File: src/rtl/alu_stage.sv
// Registered Hack ALU pipeline stage with valid/ready handshake and optional skid entry.
// Optional carry/overflow status outputs are enabled by defining ALU_STATUS_EN.

module not16 (
    input  logic [15:0] in,
    output logic [15:0] out
);
    genvar gi;
    generate
        for (gi = 0; gi < 16; gi++) begin : g_bit
            assign out[gi] = ~in[gi];
        end
    endgenerate
endmodule

module alu_stage #(
    parameter int WIDTH = 16,
    parameter int SKID  = 1
) (
    input  logic             clk,
    input  logic             reset,
    input  logic             in_valid,
    output logic             in_ready,
    input  logic [WIDTH-1:0] x,
    input  logic [WIDTH-1:0] y,
    input  logic [5:0]       ctrl,
    output logic             out_valid,
    input  logic             out_ready,
    output logic [WIDTH-1:0] out,
    output logic             zr,
    output logic             ng
`ifdef ALU_STATUS_EN
    ,
    output logic             cf,
    output logic             vf
`endif
);

`ifdef ALU_STATUS_EN
    localparam int SW = 2;
`else
    localparam int SW = 0;
`endif
    // Result bundle layout: {status, zr, ng, out}
    localparam int RW = WIDTH + 2 + SW;

    typedef enum logic [1:0] {EMPTY, BUSY, FULL} state_t;

    logic zx_c, nx_c, zy_c, ny_c, f_c, no_c;
    logic [WIDTH-1:0] xa, xa_n, xb, ya, ya_n, yb;
    logic [WIDTH-1:0] sum, r, r_n, out_c;
    logic [RW-1:0]    res;

    state_t        state_reg, state_next;
    logic [RW-1:0] out_reg, out_next;
    logic [RW-1:0] skid_reg, skid_next;
    logic          in_fire, out_fire;

    assign {zx_c, nx_c, zy_c, ny_c, f_c, no_c} = ctrl;

    assign xa = zx_c ? '0 : x;
    assign ya = zy_c ? '0 : y;

    generate
        if (WIDTH == 16) begin : g_not16
            not16 u_nx (.in(xa), .out(xa_n));
            not16 u_ny (.in(ya), .out(ya_n));
            not16 u_no (.in(r),  .out(r_n));
        end else begin : g_inv
            assign xa_n = ~xa;
            assign ya_n = ~ya;
            assign r_n  = ~r;
        end
    endgenerate

    assign xb    = nx_c ? xa_n : xa;
    assign yb    = ny_c ? ya_n : ya;
    assign r     = f_c ? sum : (xb & yb);
    assign out_c = no_c ? r_n : r;

`ifdef ALU_STATUS_EN
    logic [WIDTH:0] sum_ext;
    logic           cf_c, vf_c;
    assign sum_ext = {1'b0, xb} + {1'b0, yb};
    assign sum     = sum_ext[WIDTH-1:0];
    // Status reflects the adder itself, independent of the final inversion
    assign cf_c    = f_c & sum_ext[WIDTH];
    assign vf_c    = f_c & (xb[WIDTH-1] == yb[WIDTH-1]) & (sum[WIDTH-1] != xb[WIDTH-1]);
    assign res     = {cf_c, vf_c, (out_c == '0), out_c[WIDTH-1], out_c};
    assign {cf, vf, zr, ng, out} = out_reg;
`else
    assign sum = xb + yb;
    assign res = {(out_c == '0), out_c[WIDTH-1], out_c};
    assign {zr, ng, out} = out_reg;
`endif

    assign out_valid = (state_reg != EMPTY);
    assign in_fire   = in_valid & in_ready;
    assign out_fire  = out_valid & out_ready;

    always_comb begin
        state_next = state_reg;
        out_next   = out_reg;
        skid_next  = skid_reg;
        case (state_reg)
            EMPTY: begin
                if (in_fire) begin
                    state_next = BUSY;
                    out_next   = res;
                end
            end
            BUSY: begin
                if (in_fire && out_fire) begin
                    out_next = res;
                end else if (in_fire) begin
                    state_next = FULL;
                    skid_next  = res;
                end else if (out_fire) begin
                    state_next = EMPTY;
                end
            end
            FULL: begin
                if (out_fire) begin
                    state_next = BUSY;
                    out_next   = skid_reg;
                end
            end
            default: state_next = EMPTY;
        endcase
    end

    always_ff @(posedge clk) begin
        if (reset) begin
            state_reg <= EMPTY;
            out_reg   <= '0;
            skid_reg  <= '0;
        end else begin
            state_reg <= state_next;
            out_reg   <= out_next;
            skid_reg  <= skid_next;
        end
    end

    generate
        if (SKID != 0) begin : g_skid
            logic in_ready_reg;
            always_ff @(posedge clk) begin
                if (reset) begin
                    in_ready_reg <= 1'b0;
                end else begin
                    in_ready_reg <= (state_next != FULL);
                end
            end
            assign in_ready = in_ready_reg;
        end else begin : g_noskid
            // Without the skid entry, acceptance in BUSY relies on the consumer draining this cycle
            assign in_ready = !reset && (!out_valid || out_ready);
        end
    endgenerate

endmodule

File: config.mk
export PLATFORM = sky130hd
export DESIGN_NAME = alu_stage
export DESIGN_NICKNAME = d
export VERILOG_FILES = /design/src/rtl/alu_stage.sv
export SDC_FILE = /design/constraint.sdc
export NUM_CORES = 1
export LEC_CHECK = 0
export CORE_ASPECT_RATIO = 1.75
export CORE_UTILIZATION = 30
export CTS_BUF_LIST = sky130_fd_sc_hd__clkbuf_8
export DETAILED_ROUTE_END_ITERATION = 16
export PLACE_DENSITY_LB_ADDON = 0.3
export SETUP_SLACK_MARGIN = 0.1
export SYNTH_ARGS = -nofsm -noshare
export SYNTH_HDL_FRONTEND = slang
export SYNTH_HIERARCHICAL = 1
export SYNTH_SLANG_ARGS = --single-unit
File: constraint.sdc
create_clock -name clk -period 6.7 [get_ports clk]
set_input_delay 1.005 -clock clk [delete_from_list [all_inputs] [get_ports clk]]
set_output_delay 1.005 -clock clk [all_outputs]
set_load 0.01 [all_outputs]
==> results_tabular.tex, run 1 <==
\begin{tabular}{lr}
\hline
Metric & Value \\
\hline
\multicolumn{2}{l}{\textbf{Final layout}} \\
\quad Final Cell Area & $\sim$0.0043 mm\^{}2 \\
\quad Multi-input logic area & approximately 0.0025 mm\^{}2 \\
\quad Share of post-route cells with drive strength above 1 & 11.6\% \\
\quad Ant diodes & 0 \\
\quad Area growth from synthesis to final layout & 22.1\% \\
\quad Area of all sequential standard cells & 741 um\^{}2 \\
\quad \# nets final & around 600 \\
\quad Number of filler cells placed in the layout & 1198 \\
\multicolumn{2}{l}{\textbf{Route}} \\
\quad Number of iterations in the first detailed-routing pass & 10 \\
\quad Metal2 WL & a little under 5 mm \\
\quad Wire length after detailed routing & 9.31 mm \\
\quad Number of violations reported at the end of detailed-routing iteration 0 & 200 \\
\quad M1 wire length & 3.86 mm \\
\quad Uppermost routed layer & met4 \\
\quad DR vias & 3427 \\
\quad Final routed wire length divided by cell count & 13.9 um \\
\quad Mean number of vias per cell & $\sim$5 \\
\quad Met3 Wirelength & 300 um \\
\quad Remaining DRCs & 8 \\
\quad Number of nets with antenna violations after detailed routing & 0 \\
\multicolumn{2}{l}{\textbf{Status}} \\
\quad Outcome & finished with violations \\
\quad Violations in the final reports & DRC \\
\multicolumn{2}{l}{\textbf{Worst setup path}} \\
\quad Highest fanout seen on the critical path & 16 \\
\quad Critical Path Start Type & primary input \\
\quad Class of the most critical setup path & primary input to flip-flop \\
\quad Origin of the critical flop-to-flop path & in\_ready\$\_SDFF\_PP0\_ \\
\quad Critical path launch point & ctrl[4] \\
\quad Crit path DAT & 5.41 ns \\
\quad Endpoint class of the critical path & flip-flop \\
\quad Crit path required time & 6.90 ns \\
\multicolumn{2}{l}{\textbf{Timing}} \\
\quad Max Slew Vio Count & 0 \\
\quad Maximum clock frequency & 192 MHz \\
\quad Clk\_skew & 0.00347 ns \\
\quad Clock period minus final worst setup slack & roughly 5.2 ns \\
\quad Setup repair after global routing missed its margin & false \\
\quad Setup-failing EPs final & 0 \\
\quad Number of endpoints with negative hold slack in the final report & 0 \\
\quad Worst-case headroom to the max-slew limit & 20.5\% \\
\quad Period utilization & about 80\% \\
\quad Setup tns final & 0 ns \\
\quad Worst-margin pin slew & roughly 1.2 ns \\
\multicolumn{2}{l}{\textbf{GRT}} \\
\quad Pin count of the biggest net entering global routing & 39 \\
\quad Overflow after GRT & 0 \\
\quad Antenna violations before repair & 0 \\
\quad Vias in the first global route & around 3.4k \\
\quad Wire length of the first global-routing pass & 15.7 mm \\
\quad GRT Overall Usage & 15.5\% \\
\multicolumn{2}{l}{\textbf{Floorplanning}} \\
\quad Initial Utilization & between 30\% and 40\% \\
\quad Chip width & 84.3 um \\
\quad Core Region & 0.0115 mm\^{}2 \\
\quad Site Rows & 52 \\
\quad Vertical extent of the die & 146 um \\
\quad Area of the die & $\sim$0.012 mm\^{}2 \\
\quad Number of placed I/O pins & 62 \\
\multicolumn{2}{l}{\textbf{Power and ir drop}} \\
\quad Gate power share & 47.6\% \\
\quad Power spent charging and discharging nets & between 0.0002 and 0.0003 W \\
\quad Power per standard cell area & 174 mW/mm\^{}2 \\
\quad Part of the total power dissipated in sequential elements & approximately a third \\
\quad Internal power component & 0.000480 W \\
\quad Proportion of power drawn by the clock network & 20.6\% \\
\quad Leakage power summed over all cells & 1.71 nW \\
\quad Switching Fraction & 36.3\% \\
\quad Peak supply drop & 0.139 mV \\
\multicolumn{2}{l}{\textbf{Logic synthesis}} \\
\quad Number of standard cells after synthesis & around 500 \\
\quad Number of synthesized flops with an enable pin & 0 \\
\quad Mean instance size in the synthesized netlist & $\sim$7.3 um\^{}2 \\
\quad Proportion of synthesized chip area in sequential cells & between 20\% and 30\% \\
\quad Post-synthesis sequential element count & 37 \\
\quad Primary FF master, synth & sky130\_fd\_sc\_hd\_\_dfxtp\_1 \\
\quad Post-Syn Nets & 548 \\
\quad Number of different library cells in the post-synthesis netlist & 53 \\
\quad Number of synthesis warnings & 6 \\
\quad Syn Std Cell Area & 0.00355 mm\^{}2 \\
\quad Share of async-settable or async-resettable flops after synthesis & 0\% \\
\multicolumn{2}{l}{\textbf{Placement}} \\
\quad Number of buffer cells added on primary ports & 61 \\
\quad Global placement routability congestion & 0.808 \\
\quad Final HPWL DP & 7.30 mm \\
\quad Area after detailed placement & 0.00425 mm\^{}2 \\
\multicolumn{2}{l}{\textbf{Clock tree}} \\
\quad Cts bufs inserted & 5 \\
\quad Buffer type at the clock tree root & sky130\_fd\_sc\_hd\_\_clkbuf\_8 \\
\quad Clock-pin slew reported for the worst setup and hold paths after clock tree synthesis & 0.07 ns \\
\quad H-Tree Level Count & 2 \\
\quad Postcts setup bufs & 0 \\
\quad Latest clock arrival within the worst-skew pair & 0.29 ns \\
\quad Cts repair resizes & 0 \\
\quad CTS Hold Buffers Added & 0 \\
\quad TritonCTS clock tree & yes \\
\quad Largest buffer count on any clock path & 2 \\
\quad Clock tree sinks & 37 \\
\multicolumn{2}{l}{\textbf{Min path}} \\
\quad Worst hold path class & flip-flop to flip-flop \\
\quad HP Start & skid\_reg[0]\$\_SDFFE\_PP0P\_ \\
\multicolumn{2}{l}{\textbf{Job}} \\
\quad Number of max-cap violations & 0 \\
\hline
\end{tabular}
cell usage after synthesis, drive strengths merged (4+ instances only):
| cell | n | area share (%) |
|---|---|---|
| nand2 | 60 | 6.3 |
| inv | 52 | 5.5 |
| nor2 | 52 | 5.5 |
| mux2 | 41 | 13 |
| dfxtp | 37 | 21 |
| nor2b | 36 | 6.3 |
| a21oi | 33 | 4.6 |
| clkbuf | 21 | 2.2 |
| o21ai | 19 | 2.7 |
| a211oi | 17 | 3.9 |
| ha | 16 | 5.6 |
| nor3 | 10 | 1.4 |
| xnor2 | 7 | 1.7 |
| a21o | 6 | 1.3 |
| a311oi | 6 | 1.5 |
| buf | 5 | 0.85 |
| o21a | 5 | 1.1 |
| a211o | 4 | 0.99 |
| a31oi | 4 | 0.70 |
| nand2b | 4 | 0.70 |
| nor3b | 4 | 0.85 |
| o31ai | 4 | 0.99 |
cells in the final DEF (no fill, tap or decap), types with 7 or more instances in the layout:
| cell | n |
|---|---|
| sky130_fd_sc_hd__a21oi_1 | 33 |
| sky130_fd_sc_hd__ha_1 | 16 |
| sky130_fd_sc_hd__a211oi_1 | 15 |
| sky130_fd_sc_hd__nor3_1 | 9 |
| sky130_fd_sc_hd__clkdlybuf4s50_1 | 61 |
| sky130_fd_sc_hd__nor2_1 | 52 |
| sky130_fd_sc_hd__xnor2_1 | 7 |
| sky130_fd_sc_hd__nor2b_1 | 36 |
| sky130_fd_sc_hd__o21ai_0 | 17 |
| sky130_fd_sc_hd__nand2_1 | 60 |
| sky130_fd_sc_hd__dfxtp_1 | 37 |
| sky130_fd_sc_hd__inv_1 | 53 |
| sky130_fd_sc_hd__mux2_2 | 41 |
metal layers:
layer	global-route usage [%]	up-vias
met1	17.2	1570
met2	29.5	69
met5	0	-
li1	-	1773
met3	1.25	15
met4	6.29	0
layout make-up:
class,count,share of cell area (%)
Multi-Input combinational cell,374,57.9
Sequential cell,37,17.1
Timing Repair Buffer,64,14.6
Inverter,52,4.50
Tap cell,135,3.89
Clock buffer,6,1.90
Clock inverter,1,0.0866
worst max-delay path, stage by stage:
cell and delay, ns:
sky130_fd_sc_hd__clkdlybuf4s50_1 0.91, sky130_fd_sc_hd__mux2_2 0.41, sky130_fd_sc_hd__ha_1 0.26, sky130_fd_sc_hd__fa_1 0.44
sky130_fd_sc_hd__a211oi_2 0.32, sky130_fd_sc_hd__o21bai_1 0.16, sky130_fd_sc_hd__o21a_1 0.27, sky130_fd_sc_hd__a31oi_1 0.23
sky130_fd_sc_hd__xnor2_1 0.21, sky130_fd_sc_hd__nand2_1 0.09, sky130_fd_sc_hd__nand2_1 0.10, sky130_fd_sc_hd__inv_1 0.04
sky130_fd_sc_hd__nand2_1 0.05, sky130_fd_sc_hd__o21ai_0 0.12, sky130_fd_sc_hd__a2111oi_2 0.40, sky130_fd_sc_hd__nand4_1 0.15
sky130_fd_sc_hd__o31ai_1 0.26
logic make-up after synthesis:
kind of cell | synth area share [%]
mux | 13.8
buf+inv | 8.56
simple gates | 24.7
compound gates | 23.7
fa+ha+maj | 6.20
xor+xnor | 2.22
flops | 20.9
per-stage QoR:
step	hold slack, ns	setup WS, ns	utilization (%)	instances	total power, W
after floorplan	0.437	2.22	-	489	0.000498
after global placement	0.442	1.38	36.9	662	0.000596
after detailed placement	0.451	1.21	36.9	662	0.000601
after CTS	0.460	1.51	37.7	669	0.000761
after global routing	0.469	1.19	37.7	669	0.000810
final	0.463	1.49	37.7	669	0.000753
worst paths after layout:
kind,endpoint,slack [ns],cells past startpoint
max reg2reg,out_reg[6]$_SDFFE_PP0P_,4.56,8
max,skid_reg[17]$_SDFFE_PP0P_,1.49,17
min reg2reg,skid_reg[0]$_SDFFE_PP0P_,0.46,2
min,skid_reg[0]$_SDFFE_PP0P_,0.46,2
power groups by stage:
stage          logic [W]  registers [W]  clock network, W
2_1_floorplan   0.000249       0.000249                 0
3_3_place_gp    0.000351       0.000245                 0
3_5_place_dp    0.000356       0.000245                 0
4_1_cts         0.000359       0.000240          0.000161
5_1_grt         0.000398       0.000242          0.000170
6_report        0.000358       0.000240          0.000155
(Power assumes the default switching activity.)
==> run 2: changes to the inputs <==
==> constraint.sdc (replaced) <==
create_clock -name clk -period 5.4 [get_ports clk]
set_input_delay 0.81 -clock clk [delete_from_list [all_inputs] [get_ports clk]]
set_output_delay 0.81 -clock clk [all_outputs]
set_load 0.01 [all_outputs]
==> run 2 against run 1 <==
  * The flow still finishes with violations (DRC)
  * Setup slack lost 0.68 ns
  * Flip-flop and latch count unchanged
  * Critical path depth grew 2
  * Sequential power increased by 24%
  * Critical endpoint unchanged
  * Cell count increased by 0.90%
  * Highest routed layer unchanged
  * Via count up 1.8%
  * Clock power is 21% higher
==> results_tabular.tex, run 2 (same netlist as run 1, synthesis figures left out) <==
\begin{tabular}{lr}
\hline
Metric & Value \\
\hline
\multicolumn{2}{l}{\textbf{Final layout}} \\
\quad Ant diodes & 0 (unchanged) \\
\quad \# nets final & 598 (+0.84\%) \\
\quad Highest-count cells in the layout ignoring fill and taps & 61 x sky130\_fd\_sc\_hd\_\_clkdlybuf4s50\_1, 60 x sky130\_fd\_sc\_hd\_\_nand2\_1, 53 x sky130\_fd\_sc\_hd\_\_inv\_1 \\
\quad Area growth from synthesis to final layout & 23.0\% \\
\quad Commonest non-fill, non-tap cell in the layout & sky130\_fd\_sc\_hd\_\_clkdlybuf4s50\_1 \\
\quad Number of filler cells placed in the layout & 1199 (+0.083\%) \\
\quad Share of post-route cells with drive strength above 1 & 12.6\% (+0.98 points) \\
\quad Final Cell Area & 0.00437 mm\^{}2 (+0.78\%) \\
\multicolumn{2}{l}{\textbf{Timing}} \\
\quad Clock period minus final worst setup slack & about 4.6 ns \\
\quad Setup-failing EPs final & 0 (unchanged) \\
\quad Setup repair after global routing missed its margin & false \\
\quad Worst-margin pin slew & 1.23 ns (+0.0437 ns) \\
\quad Setup tns final & 0 ns (unchanged) \\
\quad Clk\_skew & 0.00590 ns (+0.00242 ns) \\
\quad Max Slew Vio Count & 0 (unchanged) \\
\quad Number of endpoints with negative hold slack in the final report & 0 (unchanged) \\
\quad Worst-case headroom to the max-slew limit & 17.6\% (-2.9 points) \\
\quad Period utilization & a little over four fifths \\
\quad Maximum clock frequency & 218 MHz \\
\multicolumn{2}{l}{\textbf{Clock tree}} \\
\quad Buffer type at the clock tree root & sky130\_fd\_sc\_hd\_\_clkbuf\_8 \\
\quad Cts bufs inserted & 5 (unchanged) \\
\quad TritonCTS clock tree & yes \\
\quad Clock-pin slew reported for the worst setup and hold paths after clock tree synthesis & 0.07 ns (about the same) \\
\quad Latest clock arrival within the worst-skew pair & 0.29 ns (about the same) \\
\quad Clock tree sinks & 37 (unchanged) \\
\quad Cts repair resizes & 0 (unchanged) \\
\quad CTS Hold Buffers Added & 0 (unchanged) \\
\quad Postcts setup bufs & 0 (unchanged) \\
\quad Largest buffer count on any clock path & 2 (unchanged) \\
\quad H-Tree Level Count & 2 (unchanged) \\
\multicolumn{2}{l}{\textbf{Power and ir drop}} \\
\quad Internal power component & 0.000585 W (+22\%) \\
\quad Peak supply drop & 0.151 mV (+8.2\%) \\
\quad Total chip power & 0.000931 W (+24\%) \\
\quad Power spent charging and discharging nets & 0.000346 W (+26\%) \\
\quad Switching Fraction & 37.1\% (+0.81 points) \\
\quad Power per standard cell area & 213 mW/mm\^{}2 (+23\%) \\
\quad Part of the total power dissipated in sequential elements & 32.0\% (about the same) \\
\quad Gate power share & 47.9\% (+0.3 points) \\
\quad Leakage power summed over all cells & 1.73 nW (+1.4\%) \\
\quad Proportion of power drawn by the clock network & 20.2\% (-0.4 points) \\
\multicolumn{2}{l}{\textbf{Placement}} \\
\quad Number of buffer cells added on primary ports & 61 (unchanged) \\
\quad Area after detailed placement & 0.00429 mm\^{}2 (+0.88\%) \\
\quad Global placement routability congestion & 0.808 (about the same) \\
\quad Final HPWL DP & 7.32 mm (+0.29\%) \\
\multicolumn{2}{l}{\textbf{Status}} \\
\quad Outcome & finished with violations \\
\quad Violations in the final reports & DRC \\
\multicolumn{2}{l}{\textbf{Route}} \\
\quad DR vias & 3490 (+1.8\%) \\
\quad Number of violations reported at the end of detailed-routing iteration 0 & 159 (-21\%) \\
\quad Number of iterations in the first detailed-routing pass & 11 (+1) \\
\quad Wire length after detailed routing & 9.41 mm (+1.2\%) \\
\quad Number of nets with antenna violations after detailed routing & 0 (unchanged) \\
\quad Mean number of vias per cell & 5.17 (+0.93\%) \\
\quad Final routed wire length divided by cell count & 13.9 um (+0.27\%) \\
\quad Remaining DRCs & 8 (unchanged) \\
\multicolumn{2}{l}{\textbf{Min path}} \\
\quad Worst hold path class & flip-flop to flip-flop \\
\quad Hold depth & 2 (unchanged) \\
\multicolumn{2}{l}{\textbf{Worst setup path}} \\
\quad Class of the most critical setup path & primary input to flip-flop \\
\quad Crit path required time & 5.61 ns (-1.29 ns) \\
\quad Crit path DAT & 4.79 ns (-0.62 ns) \\
\quad Highest fanout seen on the critical path & 5 (-11) \\
\quad Endpoint class of the critical path & flip-flop \\
\quad Critical Path Start Type & primary input \\
\quad Depth of the worst register-to-register path & 8 (unchanged) \\
\multicolumn{2}{l}{\textbf{GRT}} \\
\quad Overflow after GRT & 0 (unchanged) \\
\quad GRT Overall Usage & 15.7\% (+0.23 points) \\
\quad Vias in the first global route & 3370 (+0.33\%) \\
\quad Pin count of the biggest net entering global routing & 39 (unchanged) \\
\quad Wire length of the first global-routing pass & 15.9 mm (+1.8\%) \\
\quad Antenna violations before repair & 0 (unchanged) \\
\multicolumn{2}{l}{\textbf{Floorplanning}} \\
\quad Area of the die & 0.0123 mm\^{}2 (unchanged) \\
\quad Vertical extent of the die & 146 um (unchanged) \\
\quad Number of placed I/O pins & 62 (unchanged) \\
\quad Initial Utilization & 30.8\% (unchanged) \\
\quad Chip width & 84.3 um (unchanged) \\
\quad Core Region & 0.0115 mm\^{}2 (unchanged) \\
\quad Site Rows & 52 (unchanged) \\
\multicolumn{2}{l}{\textbf{Job}} \\
\quad Number of max-cap violations & 0 (unchanged) \\
\hline
\end{tabular}
run 2: cell type report:
cell class              instances  area [um^2]  area share [%]
clock buffers                   5         68.8            1.57
repair buffers                 69          671            15.3
well taps                     135          169            3.86
clock inverters                 3         13.8           0.315
inverters                      52          195            4.47
flip-flops and latches         37          741            16.9
multi-input cells             374         2510            57.5
run 2: final timing paths:
kind,start,slack [ns],end
max,x[0],0.82,skid_reg[17]$_SDFFE_PP0P_
min,out_reg[11]$_SDFFE_PP0P_,0.46,out_reg[11]$_SDFFE_PP0P_
max reg2reg,in_ready$_SDFF_PP0_,3.27,out_reg[6]$_SDFFE_PP0P_
min reg2reg,out_reg[11]$_SDFFE_PP0P_,0.46,out_reg[11]$_SDFFE_PP0P_
run 2: power by group through the flow:
| stage | Clock (W) | Combinational [W] | Sequential, W |
|---|---|---|---|
| after detailed placement | 0 | 0.000444 | 0.000304 |
| after global routing | 0.000205 | 0.000499 | 0.000300 |
| after CTS | 0.000194 | 0.000448 | 0.000298 |
| final | 0.000188 | 0.000446 | 0.000298 |
| after global placement | 0 | 0.000439 | 0.000304 |
| after floorplan | 0 | 0.000309 | 0.000309 |
run 2: critical path, cell delays in order:
cell and delay, ns:
sky130_fd_sc_hd__clkdlybuf4s50_1 0.44, sky130_fd_sc_hd__nor2b_1 0.16, sky130_fd_sc_hd__inv_1 0.06, sky130_fd_sc_hd__mux2_2 0.26
sky130_fd_sc_hd__ha_1 0.25, sky130_fd_sc_hd__fa_1 0.43, sky130_fd_sc_hd__a211oi_2 0.34, sky130_fd_sc_hd__o21bai_1 0.16
sky130_fd_sc_hd__o21a_1 0.26, sky130_fd_sc_hd__a31oi_1 0.22, sky130_fd_sc_hd__xnor2_1 0.22, sky130_fd_sc_hd__nand2_1 0.10
sky130_fd_sc_hd__nand2_1 0.07, sky130_fd_sc_hd__inv_1 0.03, sky130_fd_sc_hd__nand2_1 0.05, sky130_fd_sc_hd__o21ai_0 0.12
sky130_fd_sc_hd__a2111oi_2 0.39, sky130_fd_sc_hd__nand4_1 0.13, sky130_fd_sc_hd__o31ai_1 0.27
run 2: stage by stage:
step                utilization (%)  setup slack [ns]  hold slack, ns  std cells
floorplan                         -              1.11           0.437        489
global placement               37.2             0.647           0.441        667
detailed placement             37.2             0.516           0.454        667
CTS                            38.0             0.821           0.467        675
global route                   38.0             0.410           0.488        675
finish                         38.0             0.817           0.463        675
run 2: metal layers:
layer | global-route usage, % | vias up | share of wire, % | wire (um)
li1 | - | 1789 | - | -
met1 | 17.9 | 1611 | 41 | 3910
met2 | 29.3 | 74 | 52 | 4930
met3 | 1.13 | 16 | 3.1 | 293
met4 | 7.07 | 0 | 3.0 | 286
met5 | 0 | - | 0 | 0
